`config.mk`:
```
export PLATFORM = sky130hd
export DESIGN_NAME = vec_apply_capture
export DESIGN_NICKNAME = d
export VERILOG_FILES = /design/src/rtl/vec_apply_capture.sv
export SDC_FILE = /design/constraint.sdc
export NUM_CORES = 1
export LEC_CHECK = 0
export ABC_AREA = 1
export CAP_MARGIN = 10
export CORE_MARGIN = 1
export CORE_UTILIZATION = 30
export CTS_CLUSTER_DIAMETER = 100
export DETAILED_ROUTE_END_ITERATION = 16
export GPL_TIMING_DRIVEN = 0
export PLACE_DENSITY = 0.48
export SLEW_MARGIN = 20
export SYNTH_ARGS = -nofsm -noshare
export SYNTH_HDL_FRONTEND = slang
export SYNTH_SLANG_ARGS = --single-unit
```
`constraint.sdc`:
```
create_clock -name clk -period 2.85 [get_ports clk]
set_input_delay 0.57 -clock clk [delete_from_list [all_inputs] [get_ports clk]]
set_output_delay 0.57 -clock clk [all_outputs]
set_load 0.1 [all_outputs]
```
`src/rtl/vec_apply_capture.sv`:
```
`default_nettype none
// ============================================================================
//  Module   : vec_apply_capture
//  Brief    : Applies stored stimulus vectors to a circuit under test, samples
//             its response CAP_DLY cycles later, compacts responses into a
//             MISR signature and compares them against expected values.
//  Revision : 1.0  initial release
// ============================================================================
module vec_apply_capture #(
  parameter int                 IN_W    = 5,
  parameter int                 OUT_W   = 2,
  parameter int                 DEPTH   = 32,
  parameter int                 CAP_DLY = 1,
  parameter int                 SIG_W   = 16,
  parameter logic [SIG_W-1:0]   POLY    = 16'h1021,
  localparam int                AW      = $clog2(DEPTH)
) (
  input  logic                  clk,
  input  logic                  rst_n,
  input  logic                  ld_en_i,
  input  logic                  ld_sel_i,
  input  logic [AW-1:0]         ld_addr_i,
  input  logic [IN_W-1:0]       ld_data_i,
  input  logic                  start_i,
  input  logic                  abort_i,
  input  logic                  loop_mode_i,
  input  logic [AW:0]           num_vec_i,
  output logic [IN_W-1:0]       dut_in_o,
  input  logic [OUT_W-1:0]      dut_out_i,
  output logic                  busy_o,
  output logic                  done_o,
  output logic [SIG_W-1:0]      sig_o,
  output logic [15:0]           err_cnt_o,
  output logic [AW-1:0]         first_err_o,
  output logic                  err_seen_o,
  output logic [15:0]           pass_cnt_o
);

  typedef enum logic [0:0] {
    IDLE = 1'b0,
    RUN  = 1'b1
  } state_t;

  localparam logic [3:0]  C_CAP_DLY = 4'(CAP_DLY);
  localparam logic [AW:0] C_DEPTH   = (AW+1)'(DEPTH);

  // Pattern memories (not reset so patterns survive a reset)
  logic [IN_W-1:0]  stim_mem_q [DEPTH];
  logic [OUT_W-1:0] exp_mem_q  [DEPTH];

  state_t           state_q;
  logic [AW-1:0]    idx_q;
  logic [AW:0]      nvec_q;
  logic             loop_q;
  logic [3:0]       wait_q;
  logic [IN_W-1:0]  dut_in_q;
  logic             done_q;
  logic [SIG_W-1:0] sig_q;
  logic [15:0]      err_cnt_q;
  logic [AW-1:0]    first_err_q;
  logic             err_seen_q;
  logic [15:0]      pass_cnt_q;

  // Capture-edge next values
  logic             cap_edge;
  logic             last_vec;
  logic             mismatch;
  logic             start_ok;
  logic [AW-1:0]    idx_d;
  logic [SIG_W-1:0] sig_d;
  logic [15:0]      err_cnt_d;
  logic [AW-1:0]    first_err_d;
  logic             err_seen_d;
  logic [15:0]      pass_cnt_d;

  // Next-state values for the capture edge: MISR step, compare, counters
  always_comb begin
    cap_edge    = (wait_q == 4'd1);
    last_vec    = ({1'b0, idx_q} == (nvec_q - 1'b1));
    mismatch    = (dut_out_i != exp_mem_q[idx_q]);
    start_ok    = (num_vec_i != '0) && (num_vec_i <= C_DEPTH);
    idx_d       = last_vec ? '0 : idx_q + 1'b1;
    sig_d       = {sig_q[SIG_W-2:0], 1'b0}
                ^ (sig_q[SIG_W-1] ? POLY : '0)
                ^ SIG_W'(dut_out_i);
    err_cnt_d   = err_cnt_q;
    first_err_d = first_err_q;
    err_seen_d  = err_seen_q;
    if (mismatch) begin
      if (err_cnt_q != 16'hFFFF) begin
        err_cnt_d = err_cnt_q + 16'd1;
      end
      if (!err_seen_q) begin
        first_err_d = idx_q;
        err_seen_d  = 1'b1;
      end
    end
    pass_cnt_d  = last_vec ? pass_cnt_q + 16'd1 : pass_cnt_q;
  end

  // Memory load port, active only while idle
  always_ff @(posedge clk) begin
    if (ld_en_i && (state_q == IDLE)) begin
      if (ld_sel_i) begin
        exp_mem_q[ld_addr_i] <= ld_data_i[OUT_W-1:0];
      end else begin
        stim_mem_q[ld_addr_i] <= ld_data_i;
      end
    end
  end

  // Run controller: start/abort, vector application and response capture
  always_ff @(posedge clk) begin
    if (!rst_n) begin
      state_q     <= IDLE;
      idx_q       <= '0;
      nvec_q      <= '0;
      loop_q      <= 1'b0;
      wait_q      <= '0;
      dut_in_q    <= '0;
      done_q      <= 1'b0;
      sig_q       <= '0;
      err_cnt_q   <= '0;
      first_err_q <= '1;
      err_seen_q  <= 1'b0;
      pass_cnt_q  <= '0;
    end else begin
      done_q <= 1'b0;
      case (state_q)
        IDLE: begin
          // abort takes priority over a simultaneous start
          if (start_i && !abort_i && start_ok) begin
            state_q     <= RUN;
            idx_q       <= '0;
            dut_in_q    <= stim_mem_q[0];
            sig_q       <= '0;
            err_cnt_q   <= '0;
            err_seen_q  <= 1'b0;
            pass_cnt_q  <= '0;
            first_err_q <= '1;
            nvec_q      <= num_vec_i;
            loop_q      <= loop_mode_i;
            wait_q      <= C_CAP_DLY;
          end
        end
        RUN: begin
          if (abort_i) begin
            // stop without capturing; results are left visible
            state_q <= IDLE;
          end else if (cap_edge) begin
            sig_q       <= sig_d;
            err_cnt_q   <= err_cnt_d;
            first_err_q <= first_err_d;
            err_seen_q  <= err_seen_d;
            pass_cnt_q  <= pass_cnt_d;
            wait_q      <= C_CAP_DLY;
            if (last_vec && !loop_q) begin
              state_q <= IDLE;
              done_q  <= 1'b1;
            end else begin
              idx_q    <= idx_d;
              dut_in_q <= stim_mem_q[idx_d];
            end
          end else begin
            wait_q <= wait_q - 4'd1;
          end
        end
        default: state_q <= IDLE;
      endcase
    end
  end

  assign dut_in_o    = dut_in_q;
  assign busy_o      = (state_q == RUN);
  assign done_o      = done_q;
  assign sig_o       = sig_q;
  assign err_cnt_o   = err_cnt_q;
  assign first_err_o = first_err_q;
  assign err_seen_o  = err_seen_q;
  assign pass_cnt_o  = pass_cnt_q;

endmodule
`default_nettype wire

```
## After elaboration in Yosys (flattened, before gate mapping)

Memories as Yosys holds them, arrays and structs flattened. A register that Yosys moved wholly into a read port is not among the register bits.
Cells that the tools add are included.

| cells by class | value |
|---|---|
| add/subtract/negate cells | 5 |
| order comparisons | 1 |
| equality and inequality tests | 12 |
| multiplexer cells | 54 |
| bitwise gates (word level) | 5 |
| reductions and logical operators | 17 |

Operators by type and width:

| operator | number |
|---|---|
| $mux W16 | 10 |
| $pmux W16 S2 | 3 |
| $mux W5 | 16 |
| $add A16 B1 Y16 const B | 2 |
| $pmux W5 S2 | 3 |
| $ne A16 B16 Y1 const B | 1 |
| $xor A16 B13 Y16 | 1 |
| $xor A16 B2 Y16 | 1 |
| $mux W1 | 15 |
| $mux W13 | 1 |
| $mux W4 | 3 |
| $reduce_and A4 Y1 | 3 |
| $ne A2 B1 Y1 const B | 5 |
| $reduce_and A5 Y1 | 2 |
| $pmux W4 S2 | 1 |
| $eq A5 B6 Y1 | 1 |
| $le A6 B6 Y1 const B | 1 |
| $ne A2 B2 Y1 const B | 3 |
| $reduce_bool A6 Y1 | 1 |
| $sub A6 B1 Y6 const B | 1 |
| $add A5 B1 Y5 const B | 1 |
| $logic_and A1 B1 Y1 | 5 |
| $eq A4 B1 Y1 const B | 1 |
| $pmux W1 S2 | 2 |
| 7 further kinds | 11 |

| storage, ports and cells | value |
|---|---|
| flip-flop bits (word level) | 77 |
| memory bits (writable) | 224 |
| output and inout bits | 61 |
| word-level logic and storage cells | 108 |
| memories | 2 |

Memory list:

| memory | words | bits a word | rd ports | clocked after Yosys merged registers in | wr ports | line | RTL |
|---|---|---|---|---|---|---|---|
| stim_mem_q | 32 | 5 | 2 | 0 | 1 | 48 | `logic [IN_W-1:0] stim_mem_q [DEPTH];` |
| exp_mem_q | 32 | 2 | 1 | 1 | 1 | 49 | `logic [OUT_W-1:0] exp_mem_q [DEPTH];` |

## Longest topological paths before layout

Gate-level depths: netlist (run 1).

| logic depth | value |
|---|---|
| depth in word-level cells | 9 |
| gate-level depth with buffers | 20 |

## Worst setup path before layout (run 1)

Ideal clock, no wire load.

| path | value |
|---|---|
| path kind | register to register |
| start | register err_cnt_q[0], in the netlist err_cnt_o[0] |
| end | register err_cnt_q[11], in the netlist err_cnt_o[11] |
| setup time | 0.070 ns |
| arrival | 2.611 ns |
| setup slack | 0.168 ns |
| cell stages (with the launch flop) | 11 |
| buffers on the path | 1 |
| path through | dfxtp_1 -> ha_1 -> nand2_1 -> nor3_1 -> nand2_1 -> nor2_1 -> nand2_1 -> nand3_2 -> buf_6 -> nand2_1 -> a21oi_1 |

| on the way | value |
|---|---|
| longest elaborated chain between the ends | 6 |
| elaborated cells between the ends (all ways) | 9 |

RTL lines:

| item | line | RTL |
|---|---|---|
| from (decl) | 59 | `logic [15:0] err_cnt_q;` |
| from (signal assigned) | 152 | `err_cnt_q <= err_cnt_d;` |
| $add A16 B1 Y16 | 91 | `err_cnt_d = err_cnt_q + 16'd1;` |
| $mux W16 | 90 | `if (err_cnt_q != 16'hFFFF) begin` |
| $mux W16 | 89 | `if (mismatch) begin` |
| $mux W16 | 150 | `end else if (cap_edge) begin` |
| $mux W16 | 147 | `if (abort_i) begin` |
| $pmux W16 S2 | 129 | `case (state_q)` |

Parallel ways exist; a longest one is shown, timed or not. The select of a mux whose other input is x is not followed.
A chain may end at the register's enable or synchronous reset.

## Final worst setup path (run 1)

| path | value |
|---|---|
| start | register err_cnt_q[15], in the netlist err_cnt_o[15] |
| end | output port err_cnt_o[15] |

RTL lines:

| item | line | RTL |
|---|---|---|
| to (decl) | 33 | `output logic [15:0] err_cnt_o,` |

No word-level cell between the ends.

==> results of run 1 <==
-- cell type report --
class                           instances  area (sq um)
Buffer                                 75           383
Clock buffer                           47           952
Clock inverter                         15           143
Fill cell                            4610         28700
Inverter                              143           537
Multi-Input combinational cell        956          4920
Sequential cell                       306          8370
Tap cell                              600           751
Timing Repair Buffer                   94           965
-- repair_timing --
| action | 4_1_cts | 5_1_grt |
|---|---|---|
| pin swaps | 1 | 7 |
| setup endpoints to repair | 92 | 36 |
| resized for setup | 15 | 60 |
| buffers inserted | 0 | 6 |
| gates cloned | 0 | 1 |
-- through the flow --
stage	area (sq um)	total power, mW
4_1_cts	16800	10.4
2_1_floorplan	14000	5.62
3_3_place_gp	15600	6.05
6_report	17000	10.4
3_5_place_dp	15700	6.05
5_1_grt	17000	10.8
-- power by group --
group	switching, mW	leakage [nW]	internal, mW
Clock	1.84	0.527	2.54
Combinational	0.835	2.84	0.326
Sequential	0.0439	2.68	4.82
-- cells by family after synthesis --
kind of cell    count (synthesis)
compound gates                164
xor+xnor                       29
fa+ha+maj                       6
buf+inv                       218
flops                         306
simple gates                  756
-- path summary, 6_finish.rpt --
kind                            cells past startpoint  slack, ps                 to      startpoint
worst min-delay path                                1        410  stim_mem_q[13][1]    ld_data_i[1]
worst min register to register                      2        480     first_err_o[2]  first_err_o[2]
worst max register to register                     17        140        dut_in_o[3]       nvec_q[1]
worst max-delay path                                1         80      err_cnt_o[15]   err_cnt_o[15]
-- per-layer routing --
metal,share of wire,vias up
met1,0.45,5322
met4,0.024,0
met2,0.46,368
met5,0,-
met3,0.057,63
li1,-,5362
-- state kept, by name, indices dropped and copies added (netlist names), 4 cells and up, named ones only --
signal	flops
stim_mem_q	160
exp_mem_q	64
err_cnt_o	16
pass_cnt_o	16
sig_o	16
nvec_q	6
dut_in_o	5
first_err_o	5
idx_q	5
wait_q	4
-- Yosys cell counts (11+ instances only) --
library cell                count  area share
sky130_fd_sc_hd__nand2_1      243       0.065
sky130_fd_sc_hd__edfxtp_1     224        0.48
sky130_fd_sc_hd__nand3_1      199       0.071
sky130_fd_sc_hd__nor2_1       190       0.051
sky130_fd_sc_hd__inv_1        135       0.036
sky130_fd_sc_hd__dfxtp_1       82        0.12
sky130_fd_sc_hd__a21oi_1       53       0.019
sky130_fd_sc_hd__o21ai_0       52       0.019
sky130_fd_sc_hd__clkbuf_1      45       0.012
sky130_fd_sc_hd__nand3b_1      36       0.019
sky130_fd_sc_hd__nor3_1        25      0.0089
sky130_fd_sc_hd__xor2_1        24       0.015
sky130_fd_sc_hd__nand4_1       23       0.010
sky130_fd_sc_hd__buf_2         21      0.0075
sky130_fd_sc_hd__or2_2         20      0.0089
sky130_fd_sc_hd__o2111ai_1     15      0.0094
sky130_fd_sc_hd__o221ai_1      11      0.0069
==> flow_summary.toml, run 1 <==
[global_route]
grt_start_max_net_pins = 65
wire_length_of_the_first_global_routing_pass_um = 65100
number_of_antenna_violations_at_the_first_check_in_global_routing = 0
number_of_global_route_vias_before_repair = 10600
met1_usage_grt = 0.246
gr-usage-met3 = 0.0323
grt_usage = 0.183
gr-total-overflow = 0
met2_usage = 0.300
global_route_hottest_layer = "met2"

[synth]
count_of_state_elements_after_synthesis = 306
synth_top_flop_cell = "sky130_fd_sc_hd__edfxtp_1"
synthMuxAreaShare = 0
synthesis.area_sq_mm = 0.0140
synth-adder-area-share = 0.00536
combinational_family_with_the_most_area_after_synthesis = "simple AND/OR/NAND/NOR gates"
syn-num-nets = 1510
asyncSetResetFlopFracSynth = 0
synthXorXnorAreaFrac = 0.0181
ys_warn_count = 0
syn_avg_cell_area_sq_um = 9.48
synth_cell_types = 43
synth-seq-area-share = 0.597
postSynthCellCount = 1479
synth_simple_gate_area_share = 0.246
count_of_flip_flops_with_a_built_in_enable_after_synthesis = 224
synth-compound-area-share = 0.0707

[timing]
drv_slew = 0
rsz_0062_raised_after_global_routing = "true"
worst_case_headroom_to_the_max_slew_limit = 0.324
timing.hold.ws_ps = 406
fin_setup_tns_ps = 0
clock_skew_ps = 19.9
final.period_utilization = 0.970
final_critical_path_setup_slack_ps = 84.5
max_freq_ghz = 0.362
tightest_slew_ps = 1010
finalHoldViolCount = 0
layout_min_cycle_time_ps = 2770
finalSetupViolations = 0

[placed_design]
gp_congestion = 0.879
dp.final_hpwl_um = 30700
place.detailed.instances = 2167
io_buffer_count = 84
detailedPlace.worstSlack_ps = -157

[worst_setup_path]
maximum_single_stage_delay_on_the_critical_path_ps = 1180
cp_top_family = "buffers and inverters"
cp.arrival_ps = 2200
worstPathRequired_ps = 2280
crit_buf_inv = 1
timing.critical_path.cells = "clkdlybuf4s50_1"
cp_slowest_cell = "sky130_fd_sc_hd__clkdlybuf4s50_1"
worst-path-max-fanout = 5
worst-setup-path-type = "flip-flop to output port"
crit_path_start_kind = "flip-flop"
worst_setup_path_end_kind = "output port"

[finish]
instances_no_fill = 2236
layout_commonest_cell = "sky130_fd_sc_hd__nand2_1"
layout_common_cells = "sky130_fd_sc_hd__nand2_1 (239), sky130_fd_sc_hd__edfxtp_1 (224), sky130_fd_sc_hd__nand3_1 (187), sky130_fd_sc_hd__nor2_1 (180), sky130_fd_sc_hd__inv_1 (134)"
drive_above_1_share = 0.108
utilization = 0.372
area.growth.synth_to_final_pct = 21.5
antenna_cells = 0
finalNetCount = 1642

[clock_tree]
cts_hold_buffers = 0
clock_tree_from_tritoncts = "yes"
cts.reportedPaths.clkPinSlew_ps = 60
root_buffer = "sky130_fd_sc_hd__clkbuf_16"
cts-root-to-sink-buffers = 3
clk-insertion-delay-late_ps = 550
htreeDepth = 2
cts.sink_count = 306
cts_inserted_buffers = 35

[job]
cap_violations = 0

[outcome]
status = "finished, final reports clean"

[routing]
detail_route.wl_per_cell_um = 19.5
dr_total_vias = 11100
post_detailed_routing_wire_length_um = 43600
number_of_vias_per_cell_after_detailed_routing = 4.97
drtAntennaViolNets = 0
detail_route.first_pass.iterations = 5
post-route-drc-count = 0
detail_route.iter0.violations = 1004

[floorplan]
floorplan.initialDensity = 0.306
floorplan.core_area_sq_mm = 0.0458
core.rowCount = 78
die-area_sq_mm = 0.0476
die_w_um = 218
boundaryPins = 86
chipHeight_um = 218

[power_and_ir_drop]
power_per_cell_area_mw_per_mm2 = 611
power.ir.vdd_worst_mv = 0.382
leakage_nw = 6.05

[worst_hold_path]
min-delay-path-class = "input pin to flip-flop"
(Power assumes the default switching activity.)
==> run 2, diff against run 1 <==
Settings changed: ABC_AREA 1 to default.
==> run 2 against run 1 <==
Synthesized cell count is 29% lower; first-iteration DRC count down 29%; critical endpoint is now err_cnt_o[12]; total power is 6.0% lower; via count decreased by 18%; clock skew up 4.9 ps; clock power increased by 3%; combinational power fell by 61%; routed wire length shrank 15%.
==> flow_summary.toml, run 2 <==
[floorplan]
floorplan.initialDensity = 0.307
die_w_um = 210
die-area_sq_mm = 0.0441
boundaryPins = 86
floorplan.core_area_sq_mm = 0.0423
core.rowCount = 75
chipHeight_um = 210

[synth]
syn_avg_cell_area_sq_um = 12.3
count_of_flip_flops_with_a_built_in_enable_after_synthesis = 224
postSynthCellCount = 1052
synth_area_leaders = "sky130_fd_sc_hd__edfxtp_1 (52%), sky130_fd_sc_hd__dfxtp_1 (13%), sky130_fd_sc_hd__mux4_2 (4.0%)"
synthesis.area_sq_mm = 0.0130
syn-num-nets = 1083
ys_warn_count = 0
post_synth_top_cells = "sky130_fd_sc_hd__edfxtp_1 (224), sky130_fd_sc_hd__nor2_1 (122), sky130_fd_sc_hd__nand2_1 (92)"
count_of_state_elements_after_synthesis = 306
synth_top_area_cell = "sky130_fd_sc_hd__edfxtp_1"
synth_top_flop_cell = "sky130_fd_sc_hd__edfxtp_1"
yosysMostFrequentCell = "sky130_fd_sc_hd__edfxtp_1"
asyncSetResetFlopFracSynth = 0
synth_largest_type_area_fraction = 0.518
synth_cell_types = 63
synth-seq-area-share = 0.645

[finish]
finalNetCount = 1227
utilization = 0.383
multi_input_area_sq_mm = 0.00456
antenna_cells = 0
register_containing_the_most_flip_flops_in_the_final_layout = "stim_mem_q"
layout_commonest_cell = "sky130_fd_sc_hd__edfxtp_1"
num-fill-cells = 4104
largest_registers_ranked_by_flip_flop_count = "stim_mem_q (160), exp_mem_q (64)"
final_cell_area_sq_mm = 0.0162
largest_register_ffs = 160
layout_common_cells = "sky130_fd_sc_hd__edfxtp_1 (224), sky130_fd_sc_hd__nor2_1 (119), sky130_fd_sc_hd__nand2_1 (91), sky130_fd_sc_hd__dfxtp_1 (77), sky130_fd_sc_hd__clkdlybuf4s50_1 (73)"
regArea_sq_mm = 0.00837
drive_above_1_share = 0.160
area.growth.synth_to_final_pct = 24.9

[worst_setup_path]
crit_start = "num_vec_i[1]"
maximum_single_stage_delay_on_the_critical_path_ps = 480
reg2reg_setup_slack_ps = 120
r2r_end = "dut_in_o[4]"
worstPathRequired_ps = 3320
timing.rr.start = "idx_q[2]"
worst-setup-path-type = "input pin to flip-flop"
crit_path_start_kind = "input pin"
cp_slowest_cell = "sky130_fd_sc_hd__or4_1"
worst-path-max-fanout = 10
worst_setup_path_end_kind = "flip-flop"
setup.worst_path.end = "err_cnt_o[12]"
cp.arrival_ps = 3290
timing.critical_path.cells = "clkdlybuf4s50_1 > or4_4 > o21a_1 > or3_4 > a21boi_4 > o21ai_4 > buf_6 > or4_1 > a21oi_1"
r2r.worst_path.cells = 9

[timing]
final.period_utilization = 0.989
worst_case_headroom_to_the_max_slew_limit = 0.296
rsz_0062_raised_after_global_routing = "true"
max_freq_ghz = 0.355
final_critical_path_setup_slack_ps = 31.1
layout_min_cycle_time_ps = 2820
drv_slew = 0
clock_skew_ps = 24.8
finalHoldViolCount = 0
tightest_slew_ps = 1050
fin_setup_tns_ps = 0
finalSetupViolations = 0

[routing]
post_detailed_routing_wire_length_um = 37200
post-route-drc-count = 0
detail_route.first_pass.iterations = 5
number_of_vias_per_cell_after_detailed_routing = 5.05
dr_total_vias = 9090
detail_route.iter0.violations = 713
drtAntennaViolNets = 0
detail_route.wl_per_cell_um = 20.7

[clock_tree]
clock_tree_from_tritoncts = "yes"
cts_inserted_buffers = 36
cts.sink_count = 306
cts-root-to-sink-buffers = 3
cts.reportedPaths.clkPinSlew_ps = 60
htreeDepth = 2
clk-insertion-delay-late_ps = 550
root_buffer = "sky130_fd_sc_hd__clkbuf_16"

[power_and_ir_drop]
power_per_cell_area_mw_per_mm2 = 603
power.ir.vdd_worst_mv = 0.309
leakage_nw = 5.09

[job]
cap_violations = 0

[global_route]
number_of_global_route_vias_before_repair = 8758
gr-total-overflow = 0
wire_length_of_the_first_global_routing_pass_um = 55200
grt_usage = 0.168
grt_start_max_net_pins = 65
number_of_antenna_violations_at_the_first_check_in_global_routing = 1

[placed_design]
place_area_sq_mm = 0.0145
detailedPlace.worstSlack_ps = -1040
gp_congestion = 0.867
io_buffer_count = 82
dp.final_hpwl_um = 24900

[outcome]
status = "finished, final reports clean"

[worst_hold_path]
min-delay-path-class = "input pin to flip-flop"
hold_depth = 3
run 2: what timing repair did:
action,CTS,global route
hold buffers,0,0
setup endpoints to repair,60,50
resized for setup,46,65
pin swaps,6,16
buffers inserted,13,11
cloned,0,2
run 2: layout make-up:
| class | instances | area share |
|---|---|---|
| Buffer | 54 | 0.0205 |
| Sequential cell | 306 | 0.517 |
| Timing Repair Buffer | 108 | 0.0636 |
| Clock buffer | 47 | 0.0600 |
| Multi-Input combinational cell | 676 | 0.281 |
| Tap cell | 577 | 0.0445 |
| Clock inverter | 17 | 0.0103 |
| Inverter | 14 | 0.00324 |
run 2: power by group:
group | total [mW] | leakage [nW] | switching [mW] | internal (mW)
logic | 0.447 | 1.85 | 0.324 | 0.123
registers | 4.84 | 2.68 | 0.0255 | 4.81
clock network | 4.50 | 0.559 | 1.82 | 2.67
run 2: how the worst min path moves through the flow:
stage / from / to
after global placement: sig_o[5] / sig_o[5]
final: num_vec_i[2] / nvec_q[2]
after CTS: sig_o[9] / sig_o[9]
after detailed placement: sig_o[9] / sig_o[9]
after floorplan: nvec_q[3] / nvec_q[3]
after global routing: num_vec_i[2] / nvec_q[2]
run 2: through the flow:
stage / total power, mW / hold WS, ps / cells
after floorplan: 5.15 / 461 / 1052
after global placement: 5.36 / 459 / 1711
after detailed placement: 5.35 / 462 / 1711
after CTS: 9.88 / 470 / 1787
after global routing: 10.1 / 333 / 1799
final: 9.78 / 346 / 1799
run 2: cells by family after synthesis:
group | count (synthesis) | synth area share
fa+ha+maj | 6 | 0.00578
buf+inv | 70 | 0.0222
xor+xnor | 24 | 0.0173
compound gates | 217 | 0.101
simple gates | 355 | 0.128
mux | 74 | 0.0803
flops | 306 | 0.645
run 2: critical path, delay by kind of cell:
| family | cells | cell delay [ps] |
|---|---|---|
| buffers and inverters | 2 | 610 |
| and+or+nand+nor | 3 | 1370 |
| AOI/OAI and AO/OA | 4 | 740 |
run 2: metal layers:
layer  GRT usage  part of all wire  vias up
met5           0                 0        -
met4      0.0652             0.027        0
met3      0.0299             0.057       65
met2       0.257              0.45      275
met1       0.238              0.46     4490
li1            -                 -     4260
